===== config.mk =====
export PLATFORM = sky130hd
export DESIGN_NAME = pipe_ctrl
export DESIGN_NICKNAME = d
export VERILOG_FILES = /design/src/rtl/pipe_ctrl_pkg.sv /design/src/rtl/pipe_scoreboard.sv /design/src/rtl/pipe_ctrl.sv
export SDC_FILE = /design/constraint.sdc
export NUM_CORES = 1
export LEC_CHECK = 0
export BUFFER_PORTS_ARGS = -buffer_cell sky130_fd_sc_hd__buf_2
export CORE_UTILIZATION = 58
export CTS_CLUSTER_DIAMETER = 80
export CTS_CLUSTER_SIZE = 28
export DETAILED_ROUTE_END_ITERATION = 8
export PLACE_DENSITY = 0.8
export SETUP_SLACK_MARGIN = 0.2
export SYNTH_ARGS = -nofsm -noshare
export SYNTH_HDL_FRONTEND = slang
export SYNTH_HIERARCHICAL = 1
export SYNTH_SLANG_ARGS = --single-unit
export TNS_END_PERCENT = 1

===== constraint.sdc =====
create_clock -name clk -period 4.8 [get_ports clk]
set_clock_uncertainty 0.1 [all_clocks]
set_input_delay 0.48 -clock clk [delete_from_list [all_inputs] [get_ports clk]]
set_output_delay 0.48 -clock clk [all_outputs]
set_load 0.005 [all_outputs]

===== src/rtl/pipe_ctrl_pkg.sv =====
// Shared constants and FSM state encoding for the decode-stage pipeline controller.
package pipe_ctrl_pkg;

   localparam int unsigned NREG_DEF  = 32;
   localparam int unsigned REG_IDX_W = 5;
   localparam int unsigned PERF_W    = 32;

   typedef logic [1:0] state_t;

   localparam state_t ST_RUN      = 2'd0;
   localparam state_t ST_REDIRECT = 2'd1;
   localparam state_t ST_DRAIN    = 2'd2;

endpackage


===== src/rtl/pipe_scoreboard.sv =====
// Per-register pending-write counters with busy mask and sticky underflow error.
module pipe_scoreboard
   import pipe_ctrl_pkg::*;
#(
   parameter int unsigned CNT_W = 2,
   parameter int unsigned NREG  = NREG_DEF
) (
   input  logic                 clk,
   input  logic                 rst,
   input  logic                 i_inc_en,
   input  logic [REG_IDX_W-1:0] i_inc_idx,
   input  logic                 i_dec_en,
   input  logic [REG_IDX_W-1:0] i_dec_idx,
   input  logic [REG_IDX_W-1:0] i_query_idx,
   output logic                 o_query_max,
   output logic                 o_all_zero,
   output logic [NREG-1:0]      o_busy_mask,
   output logic                 o_sb_err
);

   localparam logic [CNT_W-1:0] CNT_MAX = '1;

   logic [CNT_W-1:0] r_cnt     [NREG];
   logic [CNT_W-1:0] w_cnt_nxt [NREG];
   logic [NREG-1:0]  w_inc_hit;
   logic [NREG-1:0]  w_dec_hit;
   logic             w_dec_err;
   logic             r_sb_err;

   // Register 0 is hardwired: it never decodes as a hit.
   always_comb begin
      w_inc_hit = '0;
      w_dec_hit = '0;
      for (int i = 1; i < NREG; i++) begin
         w_inc_hit[i] = i_inc_en & (i_inc_idx == REG_IDX_W'(i));
         w_dec_hit[i] = i_dec_en & (i_dec_idx == REG_IDX_W'(i));
      end
   end

   // Simultaneous increment and decrement of one register cancel out.
   always_comb begin
      w_dec_err = 1'b0;
      for (int i = 0; i < NREG; i++) begin
         w_cnt_nxt[i] = r_cnt[i];
         if (w_inc_hit[i] && !w_dec_hit[i]) begin
            if (r_cnt[i] != CNT_MAX) begin
               w_cnt_nxt[i] = r_cnt[i] + CNT_W'(1);
            end
         end else if (w_dec_hit[i] && !w_inc_hit[i]) begin
            if (r_cnt[i] == '0) begin
               w_dec_err = 1'b1;
            end else begin
               w_cnt_nxt[i] = r_cnt[i] - CNT_W'(1);
            end
         end
      end
      w_cnt_nxt[0] = '0;
   end

   always_ff @(posedge clk) begin
      if (rst) begin
         for (int i = 0; i < NREG; i++) begin
            r_cnt[i] <= '0;
         end
         r_sb_err <= 1'b0;
      end else begin
         for (int i = 0; i < NREG; i++) begin
            r_cnt[i] <= w_cnt_nxt[i];
         end
         if (w_dec_err) begin
            r_sb_err <= 1'b1;
         end
      end
   end

   always_comb begin
      o_busy_mask = '0;
      o_query_max = 1'b0;
      for (int i = 1; i < NREG; i++) begin
         o_busy_mask[i] = (r_cnt[i] != '0);
         if (i_query_idx == REG_IDX_W'(i)) begin
            o_query_max = (r_cnt[i] == CNT_MAX);
         end
      end
   end

   assign o_all_zero = ~|o_busy_mask;
   assign o_sb_err   = r_sb_err;

endmodule


===== src/rtl/pipe_ctrl.sv =====
// Decode-stage hazard/stall/flush controller with scoreboard and drain handling.
// Optional perf counters (stall_cycles, flush_count) enabled by PIPE_CTRL_PERF_EN.
module pipe_ctrl
   import pipe_ctrl_pkg::*;
#(
   parameter int unsigned CNT_W = 2,
   parameter int unsigned NREG  = NREG_DEF
) (
   input  logic            clk,
   input  logic            rst,
   input  logic            valid_D,
   input  logic [4:0]      rs1_D,
   input  logic [4:0]      rs2_D,
   input  logic            use_rs1_D,
   input  logic            use_rs2_D,
   input  logic [4:0]      rd_D,
   input  logic            reg_write_D,
   input  logic            drain_req_D,
   input  logic            branch_taken_E,
   input  logic [4:0]      rd_W,
   input  logic            reg_write_W,
   output logic            stall_F,
   output logic            stall_D,
   output logic            flush_D,
   output logic            flush_E,
   output logic            issue_D,
   output logic            drain_done,
   output logic [NREG-1:0] busy_mask,
   output logic            sb_err
`ifdef PIPE_CTRL_PERF_EN
   ,
   output logic [PERF_W-1:0] stall_cycles,
   output logic [PERF_W-1:0] flush_count
`endif
);

   state_t          r_state;
   state_t          w_state_nxt;
   logic            w_raw;
   logic            w_sat;
   logic            w_rd_max;
   logic            w_all_zero;
   logic            w_stall;
   logic            w_issue;
   logic            w_flush_d;
   logic            w_flush_e;
   logic            w_drain_done;
   logic            w_inc_en;
   logic            w_dec_en;
   logic [NREG-1:0] w_busy;

   pipe_scoreboard #(
      .CNT_W (CNT_W),
      .NREG  (NREG)
   ) u_sb (
      .clk         (clk),
      .rst         (rst),
      .i_inc_en    (w_inc_en),
      .i_inc_idx   (rd_D),
      .i_dec_en    (w_dec_en),
      .i_dec_idx   (rd_W),
      .i_query_idx (rd_D),
      .o_query_max (w_rd_max),
      .o_all_zero  (w_all_zero),
      .o_busy_mask (w_busy),
      .o_sb_err    (sb_err)
   );

   // Hazards are evaluated against the counters before this edge, so a
   // writeback releases its register only in the following cycle.
   assign w_raw = valid_D &
                  ((use_rs1_D & (rs1_D != 5'd0) & w_busy[rs1_D]) |
                   (use_rs2_D & (rs2_D != 5'd0) & w_busy[rs2_D]));
   assign w_sat = valid_D & reg_write_D & (rd_D != 5'd0) & w_rd_max;

   assign w_inc_en = w_issue & reg_write_D & (rd_D != 5'd0);
   assign w_dec_en = reg_write_W & (rd_W != 5'd0);

   always_ff @(posedge clk) begin
      if (rst) begin
         r_state <= ST_RUN;
      end else begin
         r_state <= w_state_nxt;
      end
   end

   // A taken branch overrides every state and every stall source.
   always_comb begin
      w_state_nxt  = r_state;
      w_issue      = 1'b0;
      w_stall      = 1'b0;
      w_flush_d    = 1'b0;
      w_flush_e    = 1'b0;
      w_drain_done = 1'b0;
      if (branch_taken_E) begin
         w_flush_d   = 1'b1;
         w_flush_e   = 1'b1;
         w_state_nxt = ST_REDIRECT;
      end else begin
         case (r_state)
            ST_RUN: begin
               w_issue = valid_D & ~w_raw & ~w_sat & ~drain_req_D;
               w_stall = valid_D & ~w_issue;
               if (valid_D && drain_req_D) begin
                  w_state_nxt = ST_DRAIN;
               end
            end
            ST_REDIRECT: begin
               w_flush_d   = 1'b1;
               w_state_nxt = ST_RUN;
            end
            ST_DRAIN: begin
               if (w_all_zero) begin
                  w_drain_done = 1'b1;
                  w_issue      = 1'b1;
                  w_state_nxt  = ST_RUN;
               end else begin
                  w_stall = 1'b1;
               end
            end
            default: begin
               w_state_nxt = ST_RUN;
            end
         endcase
      end
   end

   assign stall_F    = w_stall;
   assign stall_D    = w_stall;
   assign flush_D    = w_flush_d;
   assign flush_E    = w_flush_e;
   assign issue_D    = w_issue;
   assign drain_done = w_drain_done;
   assign busy_mask  = w_busy;

`ifdef PIPE_CTRL_PERF_EN
   logic [PERF_W-1:0] r_stall_cycles;
   logic [PERF_W-1:0] r_flush_count;

   // Saturating event counters.
   always_ff @(posedge clk) begin
      if (rst) begin
         r_stall_cycles <= '0;
         r_flush_count  <= '0;
      end else begin
         if (w_stall && (r_stall_cycles != '1)) begin
            r_stall_cycles <= r_stall_cycles + PERF_W'(1);
         end
         if (w_flush_e && (r_flush_count != '1)) begin
            r_flush_count <= r_flush_count + PERF_W'(1);
         end
      end
   end

   assign stall_cycles = r_stall_cycles;
   assign flush_count  = r_flush_count;
`endif

endmodule


==> results.py <==
metrics = {
    "status": {
        "status": "complete, but fails checks",
        "violations": "design-rule violations",
    },
    "synthesis": {
        "synthesis.instances": 838,
        "syn_nets": 929,
        "seq_area_frac_synth_pct": 21.36,
        "synth_top_family_by_area": "simple AND/OR/NAND/NOR gates",
        "synth.cell_area_um2": 6092,
        "synth.area.mux_share_pct": 7.640,
        "async_flop_share_pct": 0,
        "synth_cell_types": 55,
        "synth_warnings": 6,
        "synth_top_cell_by_area": "dfxtp_1",
        "synth_compound_area_share_pct": 19.14,
        "synth_edf_count": 0,
        "yosys.area.top_type_share_pct": 21.36,
        "synthSimpleGateAreaFrac_pct": 32.74,
        "ys_ff_latch": 65,
        "synth_xor_area_share_pct": 0,
        "ys_top_cells_by_area": "dfxtp_1 21%, ha_1 13%, nand2_1 6.7%",
        "synth_ff_type": "dfxtp_1",
        "synth_fa_ha_area_share_pct": 12.73,
        "avgSynthCellArea_um2": 7.270,
    },
    "final_layout": {
        "final_core_util_pct": 66.52,
        "final_common_cell": "nand2_1",
        "drive_above_1_share_pct": 17.13,
        "seq_area_um2": 1301,
        "fillers": 933,
        "layout_common_cells": "107 x nand2_1, 76 x o21ai_0, 72 x nor2_1",
        "areaGrowthSynthToFinish_pct": 11.71,
        "fin_area_um2": 6805,
        "multiInputGateArea_um2": 4473,
        "final_nets": 991,
        "finalNonFillerCells": 1041,
        "diodes": 0,
    },
    "timing": {
        "finalCritPeriodShare_pct": 94.29,
        "rsz0062_at_grt": "false",
        "max_slew.worst_pin.slew_ns": 0.9772,
        "tns_ns": 0,
        "slew_violations": 0,
        "slew-limit-headroom_pct": 34.72,
        "clock.fmax_mhz": 221.0,
        "holdWs_ns": 0.2738,
        "min_period_ns": 4.526,
        "hold_viol_final": 0,
        "setup_viol_count_final": 0,
    },
    "drt": {
        "routedWlPerCell_um": 18.74,
        "wirelength_um": 19510,
        "first_iter_violations": 747,
        "num_vias": 6502,
        "dr.pass1.iters": 8,
        "drc_errors": 2,
        "ant_nets": 0,
        "avgViaCountPerCell": 6.246,
    },
    "worst_hold_path": {
        "worst_hold_path.endpoint": "r_state[1]",
        "hp-start": "branch_taken_E",
        "hold_path.class": "in -> reg",
        "min_delay_path_depth": 2,
    },
    "placement": {
        "dp_cells": 1023,
        "port_buffers": 66,
        "gp_congestion": 0.9769,
        "place_hpwl_um": 14540,
        "dpl-instance-area_um2": 6541,
    },
    "clock_tree": {
        "cts_max_level": 3,
        "cts.sinks": 65,
        "cts_root_buffer": "clkbuf_8",
        "clock_path_buffers": 2,
        "clock_latency_ns": 0.37,
        "cts_made_buffers": 9,
        "clk_pin_slew_ns": 0.08,
        "hold_buffers": 0,
        "cts_tree": "built",
    },
    "critical_path": {
        "critPathMaxFanout": 7,
        "r2r_setup_slack_ns": 0.27,
        "r2r_end": "u_sb/o_sb_err",
        "r2r_cells": 19,
        "crit_slowest_cell": "or4_1",
        "crit_start": "u_sb/r_cnt[0][52]",
        "cpMostUsedCell": "nor2_1",
        "r2r_start": "u_sb/r_cnt[0][52]",
        "cp-start-kind": "flop",
        "critical_path_required_ns": 4.93,
        "endpoint_kind": "flop",
        "cp.arrival_ns": 4.66,
        "slowest_delay_ns": 0.56,
        "crit_type": "reg -> reg",
        "critical_path.cell_chain": "or2_1 -> or4_1 -> or4_1 -> nor4_4 -> nand3_1 -> inv_1 -> o2bb2ai_1 -> nand2b_1 -> buf_4 -> nor2_1 -> buf_4 -> nand2_1 -> inv_1 -> ha_1 -> nor3b_1 -> nor4_1 -> nand4_1 -> nor2_1 -> nor2_1",
    },
    "power_and_ir_drop": {
        "max-vdd-ir-drop_mv": 0.1319,
        "powerDensity_nw_per_um2": 165.9,
        "leakage_uw": 0.003199,
    },
    "die": {
        "design.die.area_um2": 10920,
        "rows": 37,
        "die_y_um": 104.5,
        "initial_core_util_pct": 59.55,
        "core-area_um2": 10230,
        "io_pins": 68,
        "die_w_um": 104.5,
    },
    "global_route": {
        "grt_max_degree": 66,
        "antenna_found_initial": 0,
        "grt_pass1_wl_um": 30010,
        "grtUsageTotal_pct": 35.70,
        "grt_pass1_vias": 5792,
        "grt-ovfl-total": 0,
    },
    "job": {
        "maxCapViolations": 0,
    },
}
where the power goes:
group / switching [uW] / total, uW / internal [uW]
clock network: 239 / 452 / 213
logic: 88.8 / 135 / 46.1
registers: 1.85 / 542 / 541
total: 329 / 1130 / 800
kinds of logic after synthesis:
family / after synthesis
other: 1
flip-flops: 65
AO/OA/AOI/OAI: 199
buffers and inverters: 97
adder cells (fa/ha/maj): 62
AND/OR/NAND/NOR: 387
multiplexers: 27
final cells by class:
cell class                 count  share of cell area [%]
sequential                    65                   19.12
multi-input combinational    676                   65.73
timing repair buffer          77                   6.067
clock inverter                 5                  0.4413
inverter                      71                   3.916
tap                          136                   2.500
clock buffer                  11                   2.225
registers in the layout, indices dropped and copies added, names as in the netlist:
register / count
r_state: 2
u_sb/o_sb_err: 1
u_sb/r_cnt: 62
critical path, delay by kind of cell, from the launching register on:
| family | cells | cell delay [ns] |
|---|---|---|
| buffers and inverters | 4 | 0.52 |
| flip-flops | 1 | 0.36 |
| AND/OR/NAND/NOR | 13 | 2.97 |
| AO/OA/AOI/OAI | 1 | 0.20 |
| adder cells (fa/ha/maj) | 1 | 0.22 |
routing by layer:
| layer | GRT usage [%] | up-vias | share of wire (%) | wire [um] |
|---|---|---|---|---|
| li1 | - | 3042 | - | - |
| met1 | 46.31 | 2999 | 41 | 8037 |
| met2 | 56.10 | 377 | 45 | 8683 |
| met3 | 8.208 | 84 | 10 | 1983 |
| met4 | 16.33 | 0 | 4.1 | 807 |
| met5 | 0 | - | 0 | 0 |
timing repair:
item / in CTS / in global routing
endpoints found under the setup margin: 0 / 5
setup buffers: 0 / 2
gates resized for setup: 0 / 17
per-stage QoR:
step                      total power (uW)  setup slack (ns)
after detailed placement             682.7            0.2566
after global placement               681.9            0.2843
after floorplan                      635.5            0.9788
final                                 1129            0.2742
after global routing                  1169            0.1822
after CTS                             1126            0.2142
synth_stat cells, types with 10 or more instances:
cell type,instances
nand2_1,108
nor2_1,77
o21ai_0,76
inv_1,71
dfxtp_1,65
a21oi_1,64
ha_1,62
nor2b_1,45
nor3b_1,31
or2_2,28
nor3_1,26
clkbuf_1,19
nand2b_1,19
a21o_1,18
mux4_2,13
mux2i_1,12
or4_1,10
how the worst max path moves through the flow:
stage | cells after the start | end | slack (ns)
6_report | 19 | u_sb/o_sb_err | 0.27
2_1_floorplan | 16 | u_sb/o_sb_err | 0.98
4_1_cts | 16 | u_sb/o_sb_err | 0.21
3_5_place_dp | 17 | u_sb/o_sb_err | 0.26
3_3_place_gp | 17 | u_sb/o_sb_err | 0.28
5_1_grt | 19 | u_sb/o_sb_err | 0.18
(Power assumes the default switching activity.)
